File: src/rtl/simmem_rsp_buf.sv
// Response buffer for the simulated memory: slots are reserved per AXI ID, filled in per-ID order and released in slot order.
// Define SIMMEM_RSP_BUF_OUT_REG_EN to place a one-entry register in the output path.
module simmem_rsp_buf #(
  parameter int NumIds  = 4,
  parameter int TotCapa = 16,
  parameter int DataW   = 32
) (
  input  logic                       clk_i,
  input  logic                       rst_ni,

  input  logic [NumIds-1:0]          rsv_req_id_onehot_i,
  input  logic                       rsv_valid_i,
  output logic                       rsv_ready_o,
  output logic [$clog2(TotCapa)-1:0] rsv_iid_o,

  input  logic [$clog2(NumIds)-1:0]  in_rsp_id_i,
  input  logic [DataW-1:0]           rsp_i,
  input  logic                       in_rsp_valid_i,
  output logic                       in_rsp_ready_o,

  input  logic [TotCapa-1:0]         release_en_i,
  output logic [TotCapa-1:0]         released_addr_onehot_o,

  output logic [DataW-1:0]           rsp_o,
  output logic                       out_rsp_valid_o,
  input  logic                       out_rsp_ready_i,
  input  logic                       delay_calc_ready_i,
  output logic                       delay_calc_ready_o
);

  localparam int IdxW = $clog2(TotCapa);
  localparam int SeqW = IdxW + 1;
  localparam int IdW  = $clog2(NumIds);

  typedef enum logic [1:0] {
    SLOT_FREE     = 2'd0,
    SLOT_RESERVED = 2'd1,
    SLOT_FILLED   = 2'd2
  } slot_state_e;

  slot_state_e      slot_state_q [TotCapa];
  logic [IdW-1:0]   slot_id_q    [TotCapa];
  logic [SeqW-1:0]  slot_seq_q   [TotCapa];
  logic [DataW-1:0] slot_data_q  [TotCapa];

  logic [SeqW-1:0]  rsv_cnt_q  [NumIds];
  logic [SeqW-1:0]  fill_cnt_q [NumIds];

  // Holds rsv_ready_o low after reset until a clock has seen the delay calculator ready.
  logic             alive_q;

  logic             any_free;
  logic [IdxW-1:0]  free_idx;
  logic [IdW-1:0]   rsv_id;
  logic             fill_hit;
  logic [IdxW-1:0]  fill_idx;
  logic             cand_any;
  logic [IdxW-1:0]  cand_idx;

  logic             rsv_fire;
  logic             fill_fire;
  logic             rel_fire;
  logic [IdxW-1:0]  rel_idx;

  logic [TotCapa-1:0] rsv_sel;
  logic [TotCapa-1:0] fill_sel;
  logic [TotCapa-1:0] rel_sel;

  always_comb begin
    // NOTE: every variable gets a default before the loops, so no path leaves it unassigned and no latch is inferred.
    any_free = 1'b0;
    free_idx = '0;
    rsv_id   = '0;
    fill_hit = 1'b0;
    fill_idx = '0;
    cand_any = 1'b0;
    cand_idx = '0;

    // Descending scans so the last hit written is the lowest index.
    for (int i = TotCapa - 1; i >= 0; i--) begin
      if (slot_state_q[i] == SLOT_FREE) begin
        any_free = 1'b1;
        free_idx = IdxW'(i);
      end
      if (slot_state_q[i] == SLOT_FILLED && release_en_i[i]) begin
        cand_any = 1'b1;
        cand_idx = IdxW'(i);
      end
      if (slot_state_q[i] == SLOT_RESERVED && slot_id_q[i] == in_rsp_id_i &&
          slot_seq_q[i] == fill_cnt_q[in_rsp_id_i]) begin
        fill_hit = 1'b1;
        fill_idx = IdxW'(i);
      end
    end

    for (int j = NumIds - 1; j >= 0; j--) begin
      if (rsv_req_id_onehot_i[j]) rsv_id = IdW'(j);
    end
  end

  // Decisions only look at registered slot state, so a slot freed this cycle
  // cannot be re-reserved and a slot reserved this cycle cannot be filled.
  assign rsv_ready_o        = any_free & delay_calc_ready_i & alive_q;
  assign rsv_iid_o          = free_idx;
  assign delay_calc_ready_o = any_free;
  assign in_rsp_ready_o     = fill_hit;

  assign rsv_fire  = rsv_valid_i & rsv_ready_o;
  assign fill_fire = in_rsp_valid_i & fill_hit;

  assign rsv_sel  = rsv_fire  ? (TotCapa'(1) << free_idx) : '0;
  assign fill_sel = fill_fire ? (TotCapa'(1) << fill_idx) : '0;
  assign rel_sel  = rel_fire  ? (TotCapa'(1) << rel_idx)  : '0;

  assign released_addr_onehot_o = rel_sel;

  always_ff @(posedge clk_i or negedge rst_ni) begin
    if (!rst_ni) begin
      alive_q <= 1'b0;
      for (int i = 0; i < TotCapa; i++) begin
        slot_state_q[i] <= SLOT_FREE;
        slot_id_q[i]    <= '0;
        slot_seq_q[i]   <= '0;
      end
      for (int j = 0; j < NumIds; j++) begin
        rsv_cnt_q[j]  <= '0;
        fill_cnt_q[j] <= '0;
      end
    end else begin
      // NOTE: non-blocking assignments here so every slot update sees the pre-edge state.
      alive_q <= alive_q | delay_calc_ready_i;
      for (int i = 0; i < TotCapa; i++) begin
        if (rsv_sel[i]) begin
          slot_state_q[i] <= SLOT_RESERVED;
          slot_id_q[i]    <= rsv_id;
          slot_seq_q[i]   <= rsv_cnt_q[rsv_id];
        end
        if (fill_sel[i]) slot_state_q[i] <= SLOT_FILLED;
        if (rel_sel[i])  slot_state_q[i] <= SLOT_FREE;
      end
      if (rsv_fire)  rsv_cnt_q[rsv_id]       <= rsv_cnt_q[rsv_id] + SeqW'(1);
      if (fill_fire) fill_cnt_q[in_rsp_id_i] <= fill_cnt_q[in_rsp_id_i] + SeqW'(1);
    end
  end

  // NOTE: payload storage has no reset; it is only read while its slot state says FILLED.
  always_ff @(posedge clk_i) begin
    for (int i = 0; i < TotCapa; i++) begin
      if (fill_sel[i]) slot_data_q[i] <= rsp_i;
    end
  end

`ifdef SIMMEM_RSP_BUF_OUT_REG_EN

  logic             out_vld_q;
  logic [DataW-1:0] out_data_q;
  logic             move;

  // Refill whenever the register is empty or being drained this cycle.
  assign move     = cand_any & (~out_vld_q | out_rsp_ready_i);
  assign rel_fire = move;
  assign rel_idx  = cand_idx;

  always_ff @(posedge clk_i or negedge rst_ni) begin
    if (!rst_ni) begin
      out_vld_q  <= 1'b0;
      out_data_q <= '0;
    end else if (move) begin
      out_vld_q  <= 1'b1;
      out_data_q <= slot_data_q[cand_idx];
    end else if (out_rsp_ready_i) begin
      out_vld_q  <= 1'b0;
    end
  end

  assign out_rsp_valid_o = out_vld_q;
  assign rsp_o           = out_data_q;

`else

  // Once offered and stalled, the slot is locked so a newly enabled lower
  // candidate cannot replace the payload before the handshake.
  logic             hold_q;
  logic [IdxW-1:0]  hold_idx_q;
  logic             sel_valid;
  logic [IdxW-1:0]  sel_idx;

  assign sel_valid = hold_q | cand_any;
  assign sel_idx   = hold_q ? hold_idx_q : cand_idx;
  assign rel_fire  = sel_valid & out_rsp_ready_i;
  assign rel_idx   = sel_idx;

  always_ff @(posedge clk_i or negedge rst_ni) begin
    if (!rst_ni) begin
      hold_q     <= 1'b0;
      hold_idx_q <= '0;
    end else begin
      hold_q     <= sel_valid & ~out_rsp_ready_i;
      hold_idx_q <= sel_idx;
    end
  end

  assign out_rsp_valid_o = sel_valid;
  assign rsp_o           = sel_valid ? slot_data_q[sel_idx] : '0;

`endif

endmodule

File: config.mk
export PLATFORM = sky130hd
export DESIGN_NAME = simmem_rsp_buf
export DESIGN_NICKNAME = d
export VERILOG_FILES = /design/src/rtl/simmem_rsp_buf.sv
export SDC_FILE = /design/constraint.sdc
export NUM_CORES = 1
export LEC_CHECK = 0
export CORE_MARGIN = 1.5
export CORE_UTILIZATION = 55
export CTS_CLUSTER_SIZE = 24
export DETAILED_ROUTE_END_ITERATION = 7
export PLACE_DENSITY_LB_ADDON = 0.1
export SYNTH_ARGS = -nofsm -noshare
export SYNTH_HDL_FRONTEND = slang
export SYNTH_SLANG_ARGS = --single-unit
export TNS_END_PERCENT = 5
File: constraint.sdc
create_clock -name clk_i -period 6 [get_ports clk_i]
set_clock_uncertainty 0.15 [all_clocks]
set_input_delay 0.9 -clock clk_i [delete_from_list [all_inputs] [get_ports clk_i]]
set_output_delay 0.9 -clock clk_i [all_outputs]
set_load 0.05 [all_outputs]
* After elaboration in Yosys (flattened, before gate mapping) *
Memory sizes are Yosys's and may differ from the RTL's.
Cells that the tools add are included.

storage, ports and cells
  bits in registers = 190
  bits in latches = 0
  bits in writable memories = 512
  bits in read-only memories = 0
  input port bits = 60
  word-level logic and storage cells = 423
  memories = 1

cells by class
  $add $sub $neg = 2
  multiply operators = 0
  div/mod/pow operators = 0
  order comparisons = 4
  eq/ne operators = 64
  shift operators = 3
  multiplexer cells = 197
  bitwise operators = 11
  reduce and logical (&&, ||, !) cells = 82

memory list
  memory       words  width  rd ports  clocked after Yosys merged registers in  wr ports  line  RTL
  slot_data_q  16     32     1         0                                        16        44    logic [DataW-1:0] slot_data_q [TotCapa];

operators by type and width
  operator                                                              number
  4-bit two-way mux                                                     49
  2-bit two-way mux                                                     52
  5-bit == test                                                         16
  1-bit two-way mux                                                     80
  1-bit logical AND                                                     50
  16-bit two-way mux                                                    3
  3-bit nonzero test                                                    16
  1-bit by 4-bit left shift with 16-bit output, first input constant    3
  20-bit bitwise mux                                                    2
  2-bit by 1-bit == test with 1-bit output, second input constant       16
  2-bit == test                                                         16
  2-bit == test, second input constant                                  16
  2-bit logical NOT                                                     16
  32-bit two-way mux                                                    1
  5-bit two-way mux                                                     6
  5-bit binary-select mux with 2-bit select                             2
  5-bit demux with 2-bit select                                         2
  5-bit by 1-bit adder with 5-bit output, second input constant         2
  1-bit bitwise AND                                                     6
  3-bit greater-or-equal comparator, second input constant              2
  3-bit by 1-bit < comparator with 1-bit output, second input constant  2
  2-bit inverter with 3-bit output                                      2
  1-bit OR                                                              2
  1-bit inverter                                                        1

* Longest topological paths before layout *
Gate-level depths: netlist of run 1.

  depth after elaboration = 26
  gate-level depth with buffers = 14
  mapped depth without buffers = 10

* Least setup slack after synthesis of run 1 *
No wires, ideal clock.

  path kind = input -> register
  start point = in in_rsp_id_i[0]
  end point = mem slot_data_q[1][0], enable pin
  data arrival time = 5094 ps
  data required time = 5377 ps
  setup slack = 283 ps
  stages = 7
  path buffers = 3
  cells stage by stage = buf_6 > mux4_2 > buf_4 > buf_4 > xor2_1 > or4_1 > nor3b_1

RTL lines
  what         line  RTL
  from (decl)  16    input logic [$clog2(NumIds)-1:0] in_rsp_id_i,
  to (decl)    44

* Worst setup path in the final report of run 1 *
  start point = in release_en_i[15]
  end point = out rsp_o[7]

on the way
  cells in the longest elaborated chain, start to end = 20
  elaborated cells on any way between the ends = 37
  classes of those cells = mux (34); bitwise (1); reduce/logical (1); memory (1)

ends and longest elaborated chain
  what                             line  RTL
  from (decl)                      21    input logic [TotCapa-1:0] release_en_i,
  1-bit logical AND *              85    if (slot_state_q[i] == SLOT_FILLED && release_en_i[i]) begin
  4-bit two-way mux (16 in a row)  85
  4-bit two-way mux                189   assign sel_idx = hold_q ? hold_idx_q : cand_idx;
  memory 16 x 32 bit               -
  32-bit two-way mux *             204   assign rsp_o = sel_valid ? slot_data_q[sel_idx] : '0;
  to (decl)                        24    output logic [DataW-1:0] rsp_o,

Every way passes the cells marked *; elsewhere a longest branch is shown, timed or not.

==> impl_metrics.py, run 1 <==
metrics = {
    "logic_synthesis": {
        "yosys_warnings": 0,
        "synth_mux_area_frac": 0.0592,
        "synth_seq_cells": 702,
        "synth_top_family_by_area": "simple AND/OR/NAND/NOR gates",
        "synth_cells": 2434,
        "synth_top_area_frac": 0.507,
        "ys_seq_area_frac": 0.664,
        "synth_xor_area_frac": 0.0373,
        "synthAdderAreaFrac": 0.000826,
        "syn_avg_cell_area_um2": 12.4,
        "synth-simple-area-share": 0.154,
        "synth_ff_type": "edfxtp_1",
        "ys_types": 72,
        "synth.top_cells.by_area": "edfxtp_1, dfrtp_1, nand2_1",
        "synth-edff-count": 512,
        "syn_area_um2": 30300,
        "synth_compound_area_frac": 0.0601,
        "synth_top_area_cell": "edfxtp_1",
        "synthesis.nets": 2496,
        "synthArstFlopShare": 0.271,
    },
    "timing": {
        "slew_headroom": 0.0756,
        "rsz0062_at_grt": "false",
        "fin_crit_ns": 5.43,
        "hold_viol_final": 0,
        "slew_viol_final": 0,
        "fmax_ghz": 0.184,
        "post-route-period-util": 0.904,
        "worst_slew_pin_slew_ns": 1.38,
        "finalSetupViolations": 0,
        "fin_tns_setup_ns": 0,
    },
    "run_status": {
        "outcome": "finished, final reports clean",
    },
    "worst_setup_path": {
        "reg2reg_slack_ns": 1.59,
        "reg2regPathDepth": 10,
        "regToRegEndpoint": "slot_data_q[9][24]",
        "cpPeakStageDelay_ns": 0.49,
        "r2r_start": "fill_cnt_q[2]",
        "start_kind": "input port",
        "cp.required_ns": 4.95,
        "worstSetupEndpointType": "output pin",
        "critical_path_peak_fanout": 92,
        "cp_top_family": "buffers and inverters",
        "path_buf_inv": 4,
        "crit_path_cell_trace": "clkdlybuf4s50_1, nand3b_1, o211ai_1, a41oi_1, o21a_4, inv_8, buf_4, nand2_1, and3_1, a311oi_1, a31oi_1, o22ai_1, buf_12",
        "slowest_stage": "buf_4",
        "path_class": "input port to output pin",
        "crit_arrival_ns": 4.38,
    },
    "worst_hold_path": {
        "hold_path.class": "input port to asynchronous set/reset pin",
    },
    "place": {
        "hpwl_um": 45900,
        "routabilityCongestion": 0.904,
        "place.port_buffers": 115,
    },
    "global_route": {
        "grt_pass1_vias": 19960,
        "track_usage": 0.283,
        "antenna_found_initial": 6,
        "gr-total-overflow": 0,
        "grt_pass1_wl_um": 120000,
        "grt_max_degree": 129,
    },
    "detailed_routing": {
        "drc": 0,
        "wl_um": 78800,
        "via_per_inst": 6.13,
        "ant_nets": 0,
        "dr_wl_met3_um": 6140,
        "wl_met1_um": 33900,
        "first_pass_iters": 5,
        "dr.max_layer_used": "met5",
        "avgRoutedWirePerCell_um": 23.9,
        "num_vias": 20194,
        "first_iter_violations": 1832,
        "route.met2.wl_um": 36900,
    },
    "final_layout": {
        "n_antenna_cell": 0,
        "fin_nets": 2605,
        "drive_gt1_frac": 0.157,
        "synthToLayoutAreaGrowth_pct": 15.2,
    },
    "cts": {
        "cts_hold_buf": 0,
        "clockBufferDepth": 3,
        "cts_sinks": 702,
        "clkLatencyLatePin_ns": 0.62,
        "cts_buffers": 73,
        "cts.repair.resized": 0,
        "cts-root-buf": "clkbuf_16",
        "cts_tree": "done",
        "clkSlewWorstSetupHoldPaths_ns": 0.06,
        "cts_setup_buffers": 0,
        "htreeDepth": 3,
    },
    "floorplan": {
        "rows": 85,
        "die-area_um2": 56500,
        "core_area_um2": 54100,
        "initial_core_util": 0.560,
        "die_w_um": 238,
        "ios": 116,
        "die_y_um": 238,
    },
    "pwr": {
        "power.density_nw_per_um2": 539,
        "ir_drop_v": 0.000427,
        "p_leak_nw": 13.4,
        "power.total_mw": 18.8,
    },
    "flow_run": {
        "maxCapViolations": 0,
    },
}
## how the worst max path moves through the flow
stage                     cells past startpoint  slack, ns                end             start
after floorplan                               7       0.28  slot_data_q[1][0]    in_rsp_id_i[0]
after global placement                       13       0.65           rsp_o[7]  release_en_i[15]
after detailed placement                     13       0.59           rsp_o[7]  release_en_i[15]
after CTS                                    13       0.59           rsp_o[7]  release_en_i[15]
after global routing                         13       0.36           rsp_o[8]  release_en_i[15]
final                                        13       0.57           rsp_o[7]  release_en_i[15]
## through the flow
stage | util | hold slack (ns) | instance area (µm²) | cells | worst slack [ns]
2_1_floorplan | - | 0.292 | 30300 | 2434 | 0.283
3_3_place_gp | 0.602 | 0.306 | 32600 | 3164 | 0.648
3_5_place_dp | 0.602 | 0.312 | 32600 | 3164 | 0.595
4_1_cts | 0.645 | 0.177 | 34900 | 3296 | 0.595
5_1_grt | 0.645 | 0.204 | 34900 | 3296 | 0.358
6_report | 0.645 | 0.168 | 34900 | 3296 | 0.573
## cell families (layout without fill, tap and decap cells)
group	Yosys count	count (layout)
flip-flops	702	702
multiplexers	155	155
adder cells (fa/ha/maj)	2	2
XOR/XNOR	129	129
AO/OA/AOI/OAI	262	262
buffers and inverters	179	345
AND/OR/NAND/NOR	1005	1005
## cell type report
| cell class | instances | area [µm²] |
|---|---|---|
| sequential | 702 | 20100 |
| clock inverter | 39 | 324 |
| multi-input combinational | 1553 | 9560 |
| clock buffer | 93 | 1990 |
| timing repair buffer | 180 | 1900 |
| tap | 696 | 871 |
| fill | 4047 | 19200 |
| inverter | 33 | 134 |
## synth_stat cells, drive strengths merged (3+ instances only)
master   count
a211oi      12
a21oi       19
a2bb2oi      3
a311oi      56
a31oi       69
and2         5
and3        71
and3b        3
buf         31
clkbuf     115
dfrtp      190
edfxtp     512
inv         32
mux2       132
mux2i       18
mux4         5
nand2      553
nand2b       6
nand3      171
nand3b      16
nand4       14
nand4b       9
nor2        63
nor2b        8
nor3        34
nor3b        7
nor4         8
nor4b        5
o211ai       6
o21a         9
o21ai       28
o22a         3
o22ai       42
or2         10
or3         11
or3b         4
or4          4
xnor2       80
xor2        49
## cell usage in the layout, fill, tap and decap left out, types with 26 or more instances in the layout
| master | Yosys | layout |
|---|---|---|
| a311oi_1 | 55 | 55 |
| and3_1 | 71 | 69 |
| a31oi_1 | 69 | 69 |
| xor2_1 | 49 | 49 |
| o22ai_1 | 42 | 42 |
| inv_1 | 30 | 27 |
| xnor2_1 | 80 | 80 |
| nand2_1 | 553 | 553 |
| buf_4 | 8 | 75 |
| buf_12 | 0 | 29 |
| edfxtp_1 | 512 | 512 |
| nor3_1 | 30 | 26 |
| nor2_1 | 63 | 61 |
| mux2_2 | 132 | 132 |
| clkdlybuf4s50_1 | 0 | 73 |
| o21ai_0 | 27 | 27 |
| clkbuf_16 | 0 | 76 |
| nand3_1 | 170 | 170 |
| dfrtp_1 | 190 | 190 |
## state kept, by name, summed over array words and instances (netlist names)
register	count
hold_q	1
slot_seq_q	80
rsv_cnt_q	20
alive_q	1
slot_data_q	512
hold_idx_q	4
fill_cnt_q	20
slot_id_q	32
slot_state_q	32
## layer usage
| layer | vias up | track usage |
|---|---|---|
| met4 | 10 | 0.0834 |
| li1 | 9094 | - |
| met1 | 10183 | 0.404 |
| met2 | 782 | 0.446 |
| met3 | 125 | 0.0502 |
| met5 | - | 0.0104 |
## where the power goes
group          switching, mW  leakage [nW]  internal [mW]
sequential             0.276          7.14           5.58
combinational           5.72          5.16           2.82
clock                   1.88          1.14           2.53
total                   7.87          13.4           10.9
## worst reg2reg max path, cell delays in order, from the launching register on
cell and delay, ns:
dfrtp_1 0.40, mux4_2 0.78, xnor2_1 0.27, nand4_1 0.14, nor3_2 0.39, nor3_1 0.11
a211oi_1 0.33, a31o_2 0.50, or3b_4 0.47, inv_2 0.34, buf_12 0.24
Note: power is estimated with default switching activity, not from simulation.
==> inputs of run 2 (changes only) <==
--- a/config.mk
+++ b/config.mk
@@ -5,11 +5,13 @@
 export SDC_FILE = /design/constraint.sdc
 export NUM_CORES = 1
 export LEC_CHECK = 0
+export ABC_CLOCK_PERIOD_IN_PS = 6000
 export CORE_MARGIN = 1.5
 export CORE_UTILIZATION = 55
 export CTS_CLUSTER_SIZE = 24
 export DETAILED_ROUTE_END_ITERATION = 7
 export PLACE_DENSITY_LB_ADDON = 0.1
+export REMOVE_ABC_BUFFERS = 1
 export SYNTH_ARGS = -nofsm -noshare
 export SYNTH_HDL_FRONTEND = slang
 export SYNTH_SLANG_ARGS = --single-unit
==> run 2 against run 1 <==
Against the previous run:
- utilization grew 0.52 points
- non-clock buffer count down 7
- largest cell class unchanged
- clock power rose by 4%
- wire length down 2.0%
- sequential power is essentially flat
- highest routed layer unchanged
- worst setup slack lost 0.20 ns
- fmax down 3.5%
- via count is 1.2% lower
- combinational power up 3.3%
==> impl_metrics.py, run 2 (same netlist as run 1, synthesis figures left out) <==
metrics = {
    "timing": {
        "finalSetupViolations": 0,
        "slew_viol_final": 0,
        "worst_slack_ns": 0.375,
        "whs_ns": 0.217,
        "rsz0062_at_grt": "false",
        "post-route-period-util": 0.937,
        "hold_viol_final": 0,
        "worst_slew_pin_slew_ns": 1.31,
        "fmax_ghz": 0.178,
        "fin_crit_ns": 5.62,
        "slew_headroom": 0.118,
    },
    "detailed_routing": {
        "wl_um": 77200,
        "ant_nets": 0,
        "num_vias": 19945,
        "via_per_inst": 6.06,
        "drc": 0,
        "route.met2.wl_um": 37700,
        "first_iter_violations": 1822,
        "dr_wl_met3_um": 4420,
        "dr.max_layer_used": "met5",
        "avgRoutedWirePerCell_um": 23.5,
        "wl_met1_um": 33000,
        "first_pass_iters": 7,
    },
    "final_layout": {
        "fin_util": 0.650,
        "fin_area_um2": 35200,
        "top_register": "slot_data_q",
        "n_antenna_cell": 0,
        "largestRegisters": "slot_data_q: 512 flops, slot_seq_q: 80 flops",
        "layout_commonest_cell": "nand2_1",
        "fin_nets": 2599,
        "drive_gt1_frac": 0.159,
        "final_cell_mix": "nand2_1, edfxtp_1, dfrtp_1",
        "synthToLayoutAreaGrowth_pct": 16.1,
        "largest_reg_flops": 512,
    },
    "cts": {
        "clkSlewWorstSetupHoldPaths_ns": 0.06,
        "cts_hold_buf": 0,
        "clockBufferDepth": 3,
        "cts_tree": "done",
        "cts.repair.resized": 0,
        "cts_sinks": 702,
        "cts_setup_buffers": 0,
        "cts_buffers": 74,
        "clkLatencyLatePin_ns": 0.62,
        "htreeDepth": 3,
        "cts-root-buf": "clkbuf_16",
    },
    "floorplan": {
        "die_y_um": 238,
        "ios": 116,
        "die_w_um": 238,
        "rows": 85,
        "core_area_um2": 54100,
        "initial_core_util": 0.560,
        "die-area_um2": 56500,
    },
    "pwr": {
        "combPwrFrac": 0.458,
        "power.density_nw_per_um2": 547,
        "p_leak_nw": 13.5,
        "p_clk_frac": 0.238,
        "seqPwrFrac": 0.304,
        "ir_drop_v": 0.000465,
        "switchingPower_mw": 7.86,
        "power.total_mw": 19.3,
        "p_sw_frac": 0.408,
        "intPower_mw": 11.4,
    },
    "global_route": {
        "grt_pass1_vias": 19709,
        "antenna_found_initial": 1,
        "grt_max_degree": 129,
        "gr-total-overflow": 0,
        "track_usage": 0.277,
        "grt_pass1_wl_um": 118000,
    },
    "place": {
        "routabilityCongestion": 0.918,
        "pre_cts_ws_ns": 0.489,
        "hpwl_um": 44500,
        "detailed_place.area_um2": 32700,
        "place.port_buffers": 115,
    },
    "worst_setup_path": {
        "crit_arrival_ns": 4.57,
        "r2r_start": "fill_cnt_q[3]",
        "worstSetupEndpointType": "output pin",
        "setup.worst_path.start": "release_en_i[11]",
        "critical_path_peak_fanout": 41,
        "path_class": "input port to output pin",
        "start_kind": "input port",
        "cp.required_ns": 4.95,
    },
    "run_status": {
        "outcome": "finished, final reports clean",
    },
    "flow_run": {
        "maxCapViolations": 0,
    },
    "worst_hold_path": {
        "hold_path.class": "input port to asynchronous set/reset pin",
    },
}
[run 2: path summary, 6_finish.rpt]
check / slack, ns / endpoint / cells past startpoint
min in group clk_i: 0.32 / rsv_cnt_q[15] / 2
worst min-delay path: 0.22 / fill_cnt_q[5] / 1
worst min register to register: 0.32 / rsv_cnt_q[15] / 2
worst max register to register: 1.53 / slot_data_q[7][0] / 9
worst max-delay path: 0.38 / rsp_o[25] / 12
max in group asynchronous: 4.31 / slot_state_q[17] / 2
[run 2: power groups by stage]
stage | sequential (mW) | clock (mW) | combinational [mW]
after global routing | 5.89 | 4.84 | 9.42
after global placement | 5.93 | 0 | 8.71
after detailed placement | 5.94 | 0 | 8.81
after CTS | 5.85 | 4.64 | 8.85
after floorplan | 5.85 | 0 | 5.59
final | 5.86 | 4.58 | 8.82
[run 2: layout make-up]
| cell class | count | area [µm²] |
|---|---|---|
| Sequential cell | 702 | 20100 |
| Fill cell | 4035 | 19000 |
| Multi-Input combinational cell | 1553 | 9540 |
| Timing Repair Buffer | 173 | 2070 |
| Clock buffer | 92 | 2000 |
| Tap cell | 696 | 871 |
| Clock inverter | 44 | 432 |
| Inverter | 33 | 134 |
[run 2: layer usage]
layer	vias to the layer above	global-route usage
met3	133	0.0366
li1	9094	-
met4	2	0.0984
met5	-	0
met2	683	0.456
met1	10033	0.380
[run 2: worst max-delay path: stages]
cell	delay, ns
clkdlybuf4s50_1	0.43
nand3b_1	0.22
or3b_2	0.51
a41oi_1	0.30
o21a_4	0.49
buf_4	0.49
nand2_1	0.09
and3_1	0.17
a311oi_1	0.27
a31oi_1	0.08
o22ai_1	0.39
buf_12	0.20
[run 2: metrics by stage]
| stage | instances | TNS (ns) |
|---|---|---|
| 2_1_floorplan | 2288 | -385.56 |
| 3_3_place_gp | 3157 | 0 |
| 3_5_place_dp | 3157 | 0 |
| 4_1_cts | 3293 | 0 |
| 5_1_grt | 3293 | 0 |
| 6_report | 3293 | 0 |
==> inputs of run 3 (changes only) <==
--- a/config.mk
+++ b/config.mk
@@ -5,7 +5,6 @@
 export SDC_FILE = /design/constraint.sdc
 export NUM_CORES = 1
 export LEC_CHECK = 0
-export ABC_CLOCK_PERIOD_IN_PS = 6000
 export CORE_MARGIN = 1.5
 export CORE_UTILIZATION = 55
 export CTS_CLUSTER_SIZE = 24
==> results of run 3 <==
The final DEF is identical to that of run 2; final timing and power are the same.
